File: src/rtl/mem_access_ctrl_pkg.sv
// Shared encodings for the memory access controller: MMU width codes, arbitration modes, FSM states.
package mem_access_ctrl_pkg;

  localparam logic [1:0] MMU_WIDTH_BYTE = 2'd0;
  localparam logic [1:0] MMU_WIDTH_HALF = 2'd1;
  localparam logic [1:0] MMU_WIDTH_WORD = 2'd2;

  localparam int ARB_FIXED = 0;
  localparam int ARB_RR    = 1;

  typedef enum logic [1:0] {
    MAC_IDLE   = 2'd0,
    MAC_ACCESS = 2'd1,
    MAC_RESP   = 2'd2
  } mac_state_t;

  // Unknown width codes are treated as aligned and left for the MMU to judge.
  function automatic logic is_misaligned(input logic [1:0] width, input logic [1:0] addr_lsb);
    case (width)
      MMU_WIDTH_BYTE: return 1'b0;
      MMU_WIDTH_HALF: return addr_lsb[0];
      MMU_WIDTH_WORD: return |addr_lsb;
      default:        return 1'b0;
    endcase
  endfunction

endpackage

File: src/rtl/mem_access_ctrl_if.sv
// Requester and MMU bus bundle; slave = controller view, master = requester/MMU environment view.
interface mem_access_ctrl_if #(
  parameter int NUM_PORTS  = 2,
  parameter int ADDR_WIDTH = 32,
  parameter int DATA_WIDTH = 32
);
  logic [NUM_PORTS-1:0]            req_valid;
  logic [NUM_PORTS-1:0]            req_write;
  logic [NUM_PORTS-1:0]            req_signed;
  logic [2*NUM_PORTS-1:0]          req_width;
  logic [ADDR_WIDTH*NUM_PORTS-1:0] req_addr;
  logic [DATA_WIDTH*NUM_PORTS-1:0] req_wdata;
  logic [NUM_PORTS-1:0]            req_ready;
  logic [NUM_PORTS-1:0]            resp_valid;
  logic                            resp_err;
  logic [DATA_WIDTH-1:0]           resp_rdata;
  logic                            busy;
  logic                            mmu_mem_ready;
  logic [DATA_WIDTH-1:0]           mmu_data_out;
  logic                            mmu_read_enable;
  logic                            mmu_write_enable;
  logic                            mmu_mem_signed_read;
  logic [1:0]                      mmu_mem_data_width;
  logic [ADDR_WIDTH-1:0]           mmu_address;
  logic [DATA_WIDTH-1:0]           mmu_data_in;

  modport slave (
    input  req_valid, req_write, req_signed, req_width, req_addr, req_wdata,
    input  mmu_mem_ready, mmu_data_out,
    output req_ready, resp_valid, resp_err, resp_rdata, busy,
    output mmu_read_enable, mmu_write_enable, mmu_mem_signed_read,
    output mmu_mem_data_width, mmu_address, mmu_data_in
  );

  modport master (
    output req_valid, req_write, req_signed, req_width, req_addr, req_wdata,
    output mmu_mem_ready, mmu_data_out,
    input  req_ready, resp_valid, resp_err, resp_rdata, busy,
    input  mmu_read_enable, mmu_write_enable, mmu_mem_signed_read,
    input  mmu_mem_data_width, mmu_address, mmu_data_in
  );
endinterface

File: src/rtl/mem_access_ctrl_arbiter.sv
// Combinational requester arbiter: fixed lowest-index priority or round robin starting after ptr.
module mac_arbiter
  import mem_access_ctrl_pkg::*;
#(
  parameter int NUM_PORTS = 2,
  parameter int IDX_W     = 1
) (
  input  logic [NUM_PORTS-1:0] req,
  input  logic [IDX_W-1:0]     ptr,
  input  logic                 rr_mode,
  output logic [NUM_PORTS-1:0] grant,
  output logic [IDX_W-1:0]     idx
);

  // Both searches walk from the least preferred candidate so the last hit is the winner.
  always_comb begin
    grant = '0;
    idx   = '0;
    if (rr_mode) begin
      for (int k = NUM_PORTS; k >= 1; k--) begin
        int j;
        j = (int'(ptr) + k) % NUM_PORTS;
        if (req[j]) begin
          grant    = '0;
          grant[j] = 1'b1;
          idx      = IDX_W'(j);
        end
      end
    end else begin
      for (int i = NUM_PORTS - 1; i >= 0; i--) begin
        if (req[i]) begin
          grant    = '0;
          grant[i] = 1'b1;
          idx      = IDX_W'(i);
        end
      end
    end
  end

endmodule

File: src/rtl/mem_access_ctrl.sv
// Puts NUM_PORTS CPU requesters behind one MMU port with one outstanding access at a time.
// state  | meaning
// IDLE   | waiting for a request; grant and latch the winner
// ACCESS | MMU strobed from latched request; wait for ready, timeout or misalign flush
// RESP   | one-cycle response pulse to the owning port
module mem_access_ctrl
  import mem_access_ctrl_pkg::*;
#(
  parameter int NUM_PORTS      = 2,
  parameter int ADDR_WIDTH     = 32,
  parameter int DATA_WIDTH     = 32,
  parameter int ARB_MODE       = ARB_FIXED,
  parameter int TIMEOUT_CYCLES = 0
) (
  input logic clk,
  input logic reset,
  mem_access_ctrl_if.slave bus
);

  localparam int IDX_W = (NUM_PORTS > 1) ? $clog2(NUM_PORTS) : 1;

  mac_state_t            state;
  logic [IDX_W-1:0]      ptr;
  logic [IDX_W-1:0]      owner;
  logic                  lat_write;
  logic                  lat_mis;
  logic [31:0]           cnt;

  logic [NUM_PORTS-1:0]  grant;
  logic [IDX_W-1:0]      win_idx;
  logic                  win_write;
  logic                  win_signed;
  logic [1:0]            win_width;
  logic [ADDR_WIDTH-1:0] win_addr;
  logic [DATA_WIDTH-1:0] win_wdata;
  logic                  win_mis;
  logic                  timed_out;

  mac_arbiter #(
    .NUM_PORTS(NUM_PORTS),
    .IDX_W    (IDX_W)
  ) u_arb (
    .req    (bus.req_valid),
    .ptr    (ptr),
    .rr_mode(ARB_MODE != ARB_FIXED),
    .grant  (grant),
    .idx    (win_idx)
  );

  assign win_write  = bus.req_write[win_idx];
  assign win_signed = bus.req_signed[win_idx];
  assign win_width  = bus.req_width[2*int'(win_idx) +: 2];
  assign win_addr   = bus.req_addr[int'(win_idx)*ADDR_WIDTH +: ADDR_WIDTH];
  assign win_wdata  = bus.req_wdata[int'(win_idx)*DATA_WIDTH +: DATA_WIDTH];
  assign win_mis    = is_misaligned(win_width, win_addr[1:0]);
  assign timed_out  = (TIMEOUT_CYCLES != 0) && (cnt == 32'(TIMEOUT_CYCLES - 1));

  assign bus.req_ready = (state == MAC_IDLE) ? grant : '0;

  // A misaligned request still passes through ACCESS for one cycle with strobes held low.
  always_ff @(posedge clk) begin
    if (reset) begin
      state                   <= MAC_IDLE;
      ptr                     <= IDX_W'(NUM_PORTS - 1);
      owner                   <= '0;
      lat_write               <= 1'b0;
      lat_mis                 <= 1'b0;
      cnt                     <= '0;
      bus.mmu_read_enable     <= 1'b0;
      bus.mmu_write_enable    <= 1'b0;
      bus.mmu_mem_signed_read <= 1'b0;
      bus.mmu_mem_data_width  <= MMU_WIDTH_WORD;
      bus.mmu_address         <= '0;
      bus.mmu_data_in         <= '0;
      bus.resp_valid          <= '0;
      bus.resp_err            <= 1'b0;
      bus.resp_rdata          <= '0;
      bus.busy                <= 1'b0;
    end else begin
      bus.resp_valid <= '0;
      case (state)
        MAC_IDLE: begin
          if (|bus.req_valid) begin
            owner                   <= win_idx;
            ptr                     <= win_idx;
            lat_write               <= win_write;
            lat_mis                 <= win_mis;
            bus.mmu_mem_signed_read <= win_signed;
            bus.mmu_mem_data_width  <= win_width;
            bus.mmu_address         <= win_addr;
            bus.mmu_data_in         <= win_wdata;
            bus.mmu_read_enable     <= !win_mis && !win_write;
            bus.mmu_write_enable    <= !win_mis && win_write;
            bus.busy                <= 1'b1;
            cnt                     <= '0;
            state                   <= MAC_ACCESS;
          end
        end
        MAC_ACCESS: begin
          if (lat_mis || bus.mmu_mem_ready || timed_out) begin
            bus.mmu_read_enable  <= 1'b0;
            bus.mmu_write_enable <= 1'b0;
            bus.resp_valid       <= NUM_PORTS'(1) << owner;
            bus.resp_err         <= lat_mis || !bus.mmu_mem_ready;
            bus.resp_rdata       <= (!lat_mis && bus.mmu_mem_ready && !lat_write) ?
                                    bus.mmu_data_out : '0;
            state                <= MAC_RESP;
          end else begin
            cnt <= cnt + 32'd1;
          end
        end
        MAC_RESP: begin
          cnt      <= '0;
          bus.busy <= 1'b0;
          state    <= MAC_IDLE;
        end
        default: state <= MAC_IDLE;
      endcase
    end
  end

endmodule

File: src/flat_wrapper.sv
// flat-port wrapper written by rule: the top's interface ports become plain ports
module mem_access_ctrl_flat import mem_access_ctrl_pkg::*;
#(
  parameter int NUM_PORTS      = 2,
  parameter int ADDR_WIDTH     = 32,
  parameter int DATA_WIDTH     = 32,
  parameter int ARB_MODE       = ARB_FIXED,
  parameter int TIMEOUT_CYCLES = 0
)
  (clk, reset, bus_req_valid, bus_req_write, bus_req_signed, bus_req_width, bus_req_addr, bus_req_wdata, bus_mmu_mem_ready, bus_mmu_data_out, bus_req_ready, bus_resp_valid, bus_resp_err, bus_resp_rdata, bus_busy, bus_mmu_read_enable, bus_mmu_write_enable, bus_mmu_mem_signed_read, bus_mmu_mem_data_width, bus_mmu_address, bus_mmu_data_in);
  mem_access_ctrl_if #(.NUM_PORTS(NUM_PORTS), .ADDR_WIDTH(ADDR_WIDTH), .DATA_WIDTH(DATA_WIDTH)) bus_i ();
  input logic clk;
  input logic reset;
  input wire logic [$bits(bus_i.req_valid)-1:0] bus_req_valid;
  input wire logic [$bits(bus_i.req_write)-1:0] bus_req_write;
  input wire logic [$bits(bus_i.req_signed)-1:0] bus_req_signed;
  input wire logic [$bits(bus_i.req_width)-1:0] bus_req_width;
  input wire logic [$bits(bus_i.req_addr)-1:0] bus_req_addr;
  input wire logic [$bits(bus_i.req_wdata)-1:0] bus_req_wdata;
  input wire logic [$bits(bus_i.mmu_mem_ready)-1:0] bus_mmu_mem_ready;
  input wire logic [$bits(bus_i.mmu_data_out)-1:0] bus_mmu_data_out;
  output wire logic [$bits(bus_i.req_ready)-1:0] bus_req_ready;
  output wire logic [$bits(bus_i.resp_valid)-1:0] bus_resp_valid;
  output wire logic [$bits(bus_i.resp_err)-1:0] bus_resp_err;
  output wire logic [$bits(bus_i.resp_rdata)-1:0] bus_resp_rdata;
  output wire logic [$bits(bus_i.busy)-1:0] bus_busy;
  output wire logic [$bits(bus_i.mmu_read_enable)-1:0] bus_mmu_read_enable;
  output wire logic [$bits(bus_i.mmu_write_enable)-1:0] bus_mmu_write_enable;
  output wire logic [$bits(bus_i.mmu_mem_signed_read)-1:0] bus_mmu_mem_signed_read;
  output wire logic [$bits(bus_i.mmu_mem_data_width)-1:0] bus_mmu_mem_data_width;
  output wire logic [$bits(bus_i.mmu_address)-1:0] bus_mmu_address;
  output wire logic [$bits(bus_i.mmu_data_in)-1:0] bus_mmu_data_in;
  assign bus_i.req_valid = bus_req_valid;
  assign bus_i.req_write = bus_req_write;
  assign bus_i.req_signed = bus_req_signed;
  assign bus_i.req_width = bus_req_width;
  assign bus_i.req_addr = bus_req_addr;
  assign bus_i.req_wdata = bus_req_wdata;
  assign bus_i.mmu_mem_ready = bus_mmu_mem_ready;
  assign bus_i.mmu_data_out = bus_mmu_data_out;
  assign bus_req_ready = bus_i.req_ready;
  assign bus_resp_valid = bus_i.resp_valid;
  assign bus_resp_err = bus_i.resp_err;
  assign bus_resp_rdata = bus_i.resp_rdata;
  assign bus_busy = bus_i.busy;
  assign bus_mmu_read_enable = bus_i.mmu_read_enable;
  assign bus_mmu_write_enable = bus_i.mmu_write_enable;
  assign bus_mmu_mem_signed_read = bus_i.mmu_mem_signed_read;
  assign bus_mmu_mem_data_width = bus_i.mmu_mem_data_width;
  assign bus_mmu_address = bus_i.mmu_address;
  assign bus_mmu_data_in = bus_i.mmu_data_in;
  mem_access_ctrl #(.NUM_PORTS(NUM_PORTS), .ADDR_WIDTH(ADDR_WIDTH), .DATA_WIDTH(DATA_WIDTH), .ARB_MODE(ARB_MODE), .TIMEOUT_CYCLES(TIMEOUT_CYCLES)) u_core (.clk(clk), .reset(reset), .bus(bus_i));
endmodule
File: config.mk
export PLATFORM = sky130hd
export DESIGN_NAME = mem_access_ctrl_flat
export DESIGN_NICKNAME = d
export VERILOG_FILES = /design/src/rtl/mem_access_ctrl_pkg.sv /design/src/rtl/mem_access_ctrl_if.sv /design/src/rtl/mem_access_ctrl_arbiter.sv /design/src/rtl/mem_access_ctrl.sv /design/src/flat_wrapper.sv
export SDC_FILE = /design/constraint.sdc
export NUM_CORES = 1
export LEC_CHECK = 0
export ABC_AREA = 0
export CELL_PAD_IN_SITES_DETAIL_PLACEMENT = 1
export CELL_PAD_IN_SITES_GLOBAL_PLACEMENT = 1
export CORE_MARGIN = 10
export CORE_UTILIZATION = 28
export CTS_BUF_LIST = sky130_fd_sc_hd__clkbuf_8 sky130_fd_sc_hd__clkbuf_16
export CTS_CLUSTER_DIAMETER = 50
export CTS_CLUSTER_SIZE = 8
export DETAILED_ROUTE_END_ITERATION = 8
export PLACE_DENSITY_LB_ADDON = 0.1
export SLEW_MARGIN = 20
export SYNTH_ARGS = -nofsm -noshare
export SYNTH_HDL_FRONTEND = slang
export SYNTH_SLANG_ARGS = --single-unit
export TNS_END_PERCENT = 50
File: constraint.sdc
create_clock -name clk -period 5.04 [get_ports clk]
set_input_delay 0.756 -clock clk [delete_from_list [all_inputs] [get_ports clk]]
set_output_delay 0.756 -clock clk [all_outputs]
set_load 0.1 [all_outputs]
==> run metrics, run 1 <==
post-detail-place hpwl=14500 um; part of the cycle the worst path needs=67.9%; Synth area leader=sky130_fd_sc_hd__dfxtp_1; terminus of the critical flop-to-flop path=u_core.bus.mmu_data_in[22]; Clock Skew=between 0.005 and 0.006 ns; Post-Route Setup TNS=0 ns; depth of the worst register-to-register path=5; commonest cells after routing, fill and taps aside=277 x sky130_fd_sc_hd__clkdlybuf4s50_1, 110 x sky130_fd_sc_hd__dfxtp_1, 108 x sky130_fd_sc_hd__nor2_1; Final Net Count=892; starting density of the core=28.7%; leakage power figure=3.13 nW; number of buffers inserted by hold repair at cts=0; DR vias/cell=4.77; type of the worst min-delay path=flip-flop to flip-flop; crit path launch type=input pin; max-capacitance violation count=0; TritonCTS Sinks=110; floorplan core area=around 0.016 mm2; area of the multi-input gates=about 0.0021 mm2; setup repair after global routing missed its margin=false; Total Die Area=approximately 0.022 mm2; instance count of the mapped netlist=approximately 460; Clock Pin Slew Worst Setup and Hold Paths=0.07 ns; arrival time reported for the critical path endpoint=around 2.7 ns; post-synth top area share=48.1%; outcome=complete, no violations; total global-route track usage=16.2%; worst slew slack as a fraction of its limit=29.1%; antenna violations before repair=1; Fin Hold WS=0.471 ns; Mapped Avg Cell Area=roughly 10 um2; R2R Path Start=u_core.state[1]; aggregate routed wire length=roughly 18000 um; post-synth design cell area=0.00458 mm2; Die W=~150 um; post-cts repair resize count=0; maximum number of pins on one net before global-route repair=60; Crit path required time=4.28 ns; register area share after synthesis=48.1%; synthesis warning total=0; hold path depth=1; Synth-to-Final Area Change=69.0%; number of input and output port buffers inserted=279; first-pass GRT wire length=28200 um; clock tree from TritonCTS=built; buffer cell driving the clock tree root=sky130_fd_sc_hd__clkbuf_16; Worst-Skew Late Latency=0.34 ns; final non-filler cell area=0.00773 mm2; antenna violation net count after detailed routing=0; Longest Clk Path Bufs=2; ratio of cells with drive above 1 in the final layout=5.40%; max frequency=292 MHz; via count of the first global-routing pass=4705; worst setup path class=input pin to primary output; capture endpoint of the worst hold path=u_core.bus.mmu_mem_data_width[1]; number of storage elements in the synthesis netlist=110; Final Hold Vio Count=0; H-tree levels=3; Rows=46; total cell area at the placement stage=between 0.007 and 0.008 mm2; height of the die=between 100 and 150 um; I/O pin total=280; Post-CTS Setup Repair Bufs=0; CTS buffer count=9; total of fill cells in the finished design=1803; power per standard cell area=between 300 and 400 mW/mm2; post-layout minimum cycle time=between 3 and 4 ns; unique cell type count in the Yosys netlist=35; dominant cells by area after synthesis=sky130_fd_sc_hd__dfxtp_1 48%, sky130_fd_sc_hd__mux2i_1 15%, sky130_fd_sc_hd__a211oi_1 9.3%; leading cell type in the layout, fill and taps excluded=sky130_fd_sc_hd__clkdlybuf4s50_1; Worst Setup End Kind=primary output; DRC violations left=0; hold path startpoint=u_core.bus.mmu_mem_data_width[1]; synthesized net count=639; largest fanout on the critical path=5; iteration-0 DRC count of the detailed router=199; Setup Viol. Count Final=0; worst ir drop on vdd=between 0.15 and 0.2 mV; transition at the pin with the smallest max-transition slack=between 1 and 1.5 ns; Avg WL per Cell=roughly 20 um; slack of the worst reg-to-reg path=between 2 and 3 ns; final weighted congestion of routability-driven global placement=0.729; footprint of the flip-flops and latches=0.00220 mm2; residual overflow from global routing=0; first-pass iteration count of the detailed router=4; max-slew violations=0; total number of vias=about 4500
==> metrics by stage <==
stage	worst slack, ns	power (mW)	instances	util [%]
2_1_floorplan	1.78	1.83	464	-
3_3_place_gp	1.63	2.17	922	46.7
3_5_place_dp	1.60	2.19	922	46.7
4_1_cts	1.62	2.89	938	48.5
5_1_grt	1.56	2.98	939	48.5
6_report	1.62	2.84	939	48.5
==> synthesized netlist by cell type <==
master / count
sky130_fd_sc_hd__nand2b_1: 1
sky130_fd_sc_hd__o21a_1: 2
sky130_fd_sc_hd__buf_2: 15
sky130_fd_sc_hd__nor4b_1: 1
sky130_fd_sc_hd__nor3_1: 2
sky130_fd_sc_hd__buf_8: 2
sky130_fd_sc_hd__buf_4: 8
sky130_fd_sc_hd__o22ai_1: 1
sky130_fd_sc_hd__mux2_2: 1
sky130_fd_sc_hd__and3_1: 1
sky130_fd_sc_hd__nand3b_1: 1
sky130_fd_sc_hd__nor3_2: 1
sky130_fd_sc_hd__ha_1: 2
sky130_fd_sc_hd__nand3_1: 1
sky130_fd_sc_hd__a21oi_1: 4
sky130_fd_sc_hd__a211oi_2: 10
sky130_fd_sc_hd__dfxtp_1: 110
sky130_fd_sc_hd__nor2_1: 108
sky130_fd_sc_hd__a22oi_1: 33
sky130_fd_sc_hd__and2_1: 1
sky130_fd_sc_hd__a211oi_1: 57
sky130_fd_sc_hd__mux2i_1: 67
sky130_fd_sc_hd__o31a_1: 1
sky130_fd_sc_hd__and4bb_1: 1
sky130_fd_sc_hd__o41ai_2: 1
sky130_fd_sc_hd__nand2_1: 4
sky130_fd_sc_hd__nor2b_2: 1
sky130_fd_sc_hd__nand4b_1: 1
sky130_fd_sc_hd__a211o_1: 1
sky130_fd_sc_hd__inv_1: 5
sky130_fd_sc_hd__buf_6: 2
sky130_fd_sc_hd__o21ai_1: 1
sky130_fd_sc_hd__o21ai_2: 1
sky130_fd_sc_hd__o21ai_0: 1
sky130_fd_sc_hd__clkbuf_1: 15
==> where the power goes <==
part	switching (mW)	internal (mW)
combinational	0.822	0.342
clock	0.311	0.373
sequential	0.0437	0.953
total	1.18	1.67
==> cells by family (layout without fill, tap and decap cells) <==
| logic type | after synthesis | count (layout) | synth area share (%) |
|---|---|---|---|
| AO/OA/AOI/OAI | 113 | 113 | 19.5 |
| AND/OR/NAND/NOR | 124 | 124 | 11.2 |
| buffers and inverters | 47 | 305 | 5.74 |
| flip-flops | 110 | 110 | 48.1 |
| other | 0 | 1 | 0 |
| multiplexers | 68 | 68 | 14.9 |
| adder cells (fa/ha/maj) | 2 | 2 | 0.547 |
==> flip-flops by register name, indices dropped and copies added, names as in the netlist, 2 cells and up <==
signal,cells
u_core.bus.mmu_address,32
u_core.bus.mmu_data_in,32
u_core.bus.mmu_mem_data_width,2
u_core.bus.resp_rdata,32
u_core.bus.resp_valid,2
u_core.state,2
==> area by class of cell <==
class                      instances  area share (%)
timing repair buffer             284            36.5
sequential                       110            28.5
multi-input combinational        307            27.5
tap                              216            3.49
clock buffer                      12            3.45
clock inverter                     4           0.291
inverter                           5           0.243
antenna                            1          0.0324
==> worst max path at each step <==
stage                     start                    endpoint  slack, ns  depth (start not counted)
5_1_grt        bus_req_valid[0]            bus_req_ready[0]       1.56                          4
3_3_place_gp   bus_req_valid[0]            bus_req_ready[0]       1.63                          4
3_5_place_dp   bus_req_valid[0]  u_core.bus.mmu_read_enable       1.60                          8
2_1_floorplan  bus_req_valid[0]            bus_req_ready[1]       1.78                          5
6_report       bus_req_valid[0]            bus_req_ready[0]       1.62                          4
4_1_cts        bus_req_valid[0]            bus_req_ready[0]       1.62                          4
==> worst max-delay path, stage by stage <==
cell,delay [ns]
sky130_fd_sc_hd__clkdlybuf4s50_1,0.57
sky130_fd_sc_hd__nand2_1,0.13
sky130_fd_sc_hd__inv_1,0.08
sky130_fd_sc_hd__clkdlybuf4s50_1,1.13
==> routing by layer <==
metal	up-vias	wire length, um	global-route usage, %
met2	157	9080	27.9
met5	-	0	0
li1	2172	-	-
met1	2130	7480	18.2
met4	0	345	5.15
met3	19	1460	6.01
Power figures use the tool's default switching activity.
==> inputs of run 2 (changes only) <==
--- a/config.mk
+++ b/config.mk
@@ -9,7 +9,7 @@
 export CELL_PAD_IN_SITES_DETAIL_PLACEMENT = 1
 export CELL_PAD_IN_SITES_GLOBAL_PLACEMENT = 1
 export CORE_MARGIN = 10
-export CORE_UTILIZATION = 28
+export CORE_UTILIZATION = 26
 export CTS_BUF_LIST = sky130_fd_sc_hd__clkbuf_8 sky130_fd_sc_hd__clkbuf_16
 export CTS_CLUSTER_DIAMETER = 50
 export CTS_CLUSTER_SIZE = 8
==> constraint.sdc (replaced) <==
create_clock -name clk -period 3.17 [get_ports clk]
set_input_delay 0.4755 -clock clk [delete_from_list [all_inputs] [get_ports clk]]
set_output_delay 0.4755 -clock clk [all_outputs]
set_load 0.1 [all_outputs]
==> run 2 against run 1 <==
  * Via count fell by 1.2%
  * Global-route usage fell by 1.3 points
  * Design area fell by 2.5%
  * Clock power rose by 68%
  * Sequential share of layout area rose by 0.72 points
  * Non-clock buffer count rose by 1
  * Largest power group unchanged
==> run metrics, run 2 (synthesized netlist as in run 1, its figures left out) <==
Final Hold Vio Count=0 (unchanged); maximum cell stage delay along the critical path=0.56 ns (-0.57 ns); total cell area at the placement stage=0.00725 mm2 (-2.6%); Rows=48 (+4.3%); final weighted congestion of routability-driven global placement=0.753 (+3.3%); floorplan core area=0.0173 mm2 (+8.5%); Switching Fraction=41.9% (+0.59 points); Crit path required time=2.69 ns (-1.59 ns); hold path depth=1 (unchanged); type of the worst min-delay path=flip-flop to flip-flop; part of the cycle the worst path needs=78.2%; aggregate routed wire length=18100 um (-1.5%); iteration-0 DRC count of the detailed router=127 (-36%); clock tree from TritonCTS=built; final non-filler cell area=0.00754 mm2 (-2.5%); number of buffers inserted by hold repair at cts=0 (unchanged); buffer cell driving the clock tree root=sky130_fd_sc_hd__clkbuf_16; TritonCTS Sinks=110 (unchanged); max frequency=403 MHz; master of the slowest instance on the critical path=sky130_fd_sc_hd__clkdlybuf4s50_1; arrival time reported for the critical path endpoint=2.00 ns (-0.66 ns); Fin Hold WS=0.449 ns (-0.0220 ns); registers with the most flip-flops=u_core.bus.mmu_address: 32 flops, u_core.bus.mmu_data_in: 32 flops, u_core.bus.resp_rdata: 32 flops; leakage power figure=3.33 nW (+6.4%); internal power=2.64 mW (+58%); post-detail-place hpwl=14100 um (-2.7%); number of cells in the finished layout apart from fillers=948 (+0.96%); Post-CTS Setup Repair Bufs=0 (unchanged); commonest cells after routing, fill and taps aside=171 x sky130_fd_sc_hd__clkdlybuf4s50_1, 110 x sky130_fd_sc_hd__buf_4, 110 x sky130_fd_sc_hd__dfxtp_1; Worst Setup End Kind=primary output; total of fill cells in the finished design=1992 (+10%); crit path launch type=input pin; largest fanout on the critical path=69 (+64); Die W=153 um (+3.3%); total number of vias=4423 (-1.2%); max-slew violations=0 (unchanged); Total Die Area=0.0233 mm2 (+6.6%); worst slew slack as a fraction of its limit=45.3% (+16 points); antenna violations before repair=0 (-1); antenna violation net count after detailed routing=0 (unchanged); total global-route track usage=15.0% (-1.3 points); via count of the first global-routing pass=4759 (+1.1%); worst ir drop on vdd=0.265 mV (+69%); outcome=complete, no violations; hold path startpoint=u_core.owner; slack of the worst reg-to-reg path=1.30 ns (-1.49 ns); number of diodes=0 (-1); beginning of the critical path=bus_req_valid[0]; ratio of cells with drive above 1 in the final layout=20.3% (+15 points); most repeated library cell on the critical path=sky130_fd_sc_hd__buf_12; capture endpoint of the worst hold path=u_core.bus.resp_valid[0]; max-capacitance violation count=0 (unchanged); first-pass GRT wire length=27900 um (-0.79%); DR vias/cell=4.67 (-2.2%); setup repair after global routing missed its margin=false; share of total power in combinational logic=39.8% (-1.1 points); terminus of the critical flop-to-flop path=u_core.bus.mmu_data_in[29]; post-layout minimum cycle time=around 2.5 ns; number of input and output port buffers inserted=279 (unchanged); worst setup path class=input pin to primary output; fraction of power consumed by the clock network=25.3% (+1.3 points); R2R Path Start=u_core.state[1]; post-cts repair resize count=0 (unchanged); number of buffer and inverter stages on the critical path=3 (unchanged); family with the most delay on the worst path=buffers and inverters; Placement Setup Slack=0.507 ns (-1.10 ns); I/O pin total=280 (unchanged); Clock Skew=0.00622 ns (+0.000427 ns); Seq pwr share=34.9% (about the same); Clock Pin Slew Worst Setup and Hold Paths=0.07 ns (about the same); depth of the worst register-to-register path=5 (unchanged); Longest Clk Path Bufs=2 (unchanged); maximum number of pins on one net before global-route repair=74 (+23%); Setup Viol. Count Final=0 (unchanged); Avg WL per Cell=19.1 um (-2.4%); first-pass iteration count of the detailed router=4 (unchanged); DRC violations left=0 (unchanged); residual overflow from global routing=0 (unchanged); sw power=1.91 mW (+62%); H-tree levels=3 (unchanged); leading cell type in the layout, fill and taps excluded=sky130_fd_sc_hd__clkdlybuf4s50_1; height of the die=153 um (+3.3%); Post-Route Setup TNS=0 ns (unchanged); power per standard cell area=603 mW/mm2 (+64%); Synth-to-Final Area Change=64.8%; Final Net Count=893 (+0.11%); CTS buffer count=9 (unchanged); cell count after placement=932 (+1.1%); final worst-path setup slack=0.692 ns (-0.928 ns); Worst-Skew Late Latency=0.35 ns (about the same); starting density of the core=26.5% (-2.2 points); transition at the pin with the smallest max-transition slack=0.820 ns (-0.241 ns); Cell Chain, Critical Path=clkdlybuf4s50_1 > nand2b_4 > buf_12 > nor3_2 > buf_12
run 2: how the worst max path moves through the flow:
stage	depth (start not counted)	slack, ns	endpoint
2_1_floorplan	5	0.47	bus_req_ready[1]
3_3_place_gp	8	0.59	u_core.lat_mis
3_5_place_dp	8	0.51	u_core.bus.mmu_read_enable
4_1_cts	5	0.66	bus_req_ready[1]
5_1_grt	5	0.58	bus_req_ready[1]
6_report	5	0.69	bus_req_ready[1]
run 2: worst reg2reg max path, delay by kind of cell (launching register included):
family	cells	cell delay (ns)
DFF	1	0.36
AOI/OAI and AO/OA	2	0.62
buffers and inverters	1	0.48
and+or+nand+nor	2	0.32
run 2: layer usage:
layer	GRT usage [%]	part of all wire [%]	up-vias
met5	0	0	-
met4	4.50	1.3	0
met3	5.14	7.2	13
met2	26.0	50	153
met1	16.9	42	2079
li1	-	-	2178
run 2: power groups by stage:
stage / Clock, mW / Sequential, mW / Combinational (mW)
3_5_place_dp: 0 / 1.62 / 1.83
6_report: 1.15 / 1.59 / 1.81
3_3_place_gp: 0 / 1.61 / 1.81
4_1_cts: 1.20 / 1.59 / 1.84
5_1_grt: 1.27 / 1.61 / 1.90
2_1_floorplan: 0 / 2.52 / 0.390
run 2: cell type report:
cell class / count / area (um2) / area share, %
Timing Repair Buffer: 285 / 2620 / 34.7
Tap cell: 225 / 282 / 3.73
Sequential cell: 110 / 2200 / 29.2
Inverter: 5 / 18.8 / 0.249
Multi-Input combinational cell: 307 / 2130 / 28.2
Clock buffer: 9 / 225 / 2.99
Clock inverter: 7 / 72.6 / 0.962
run 2: through the flow:
step | utilization, % | power, mW
final | 43.6 | 4.55
after global placement | 41.9 | 3.43
after floorplan | - | 2.91
after CTS | 43.6 | 4.63
after global routing | 43.6 | 4.78
after detailed placement | 41.9 | 3.45
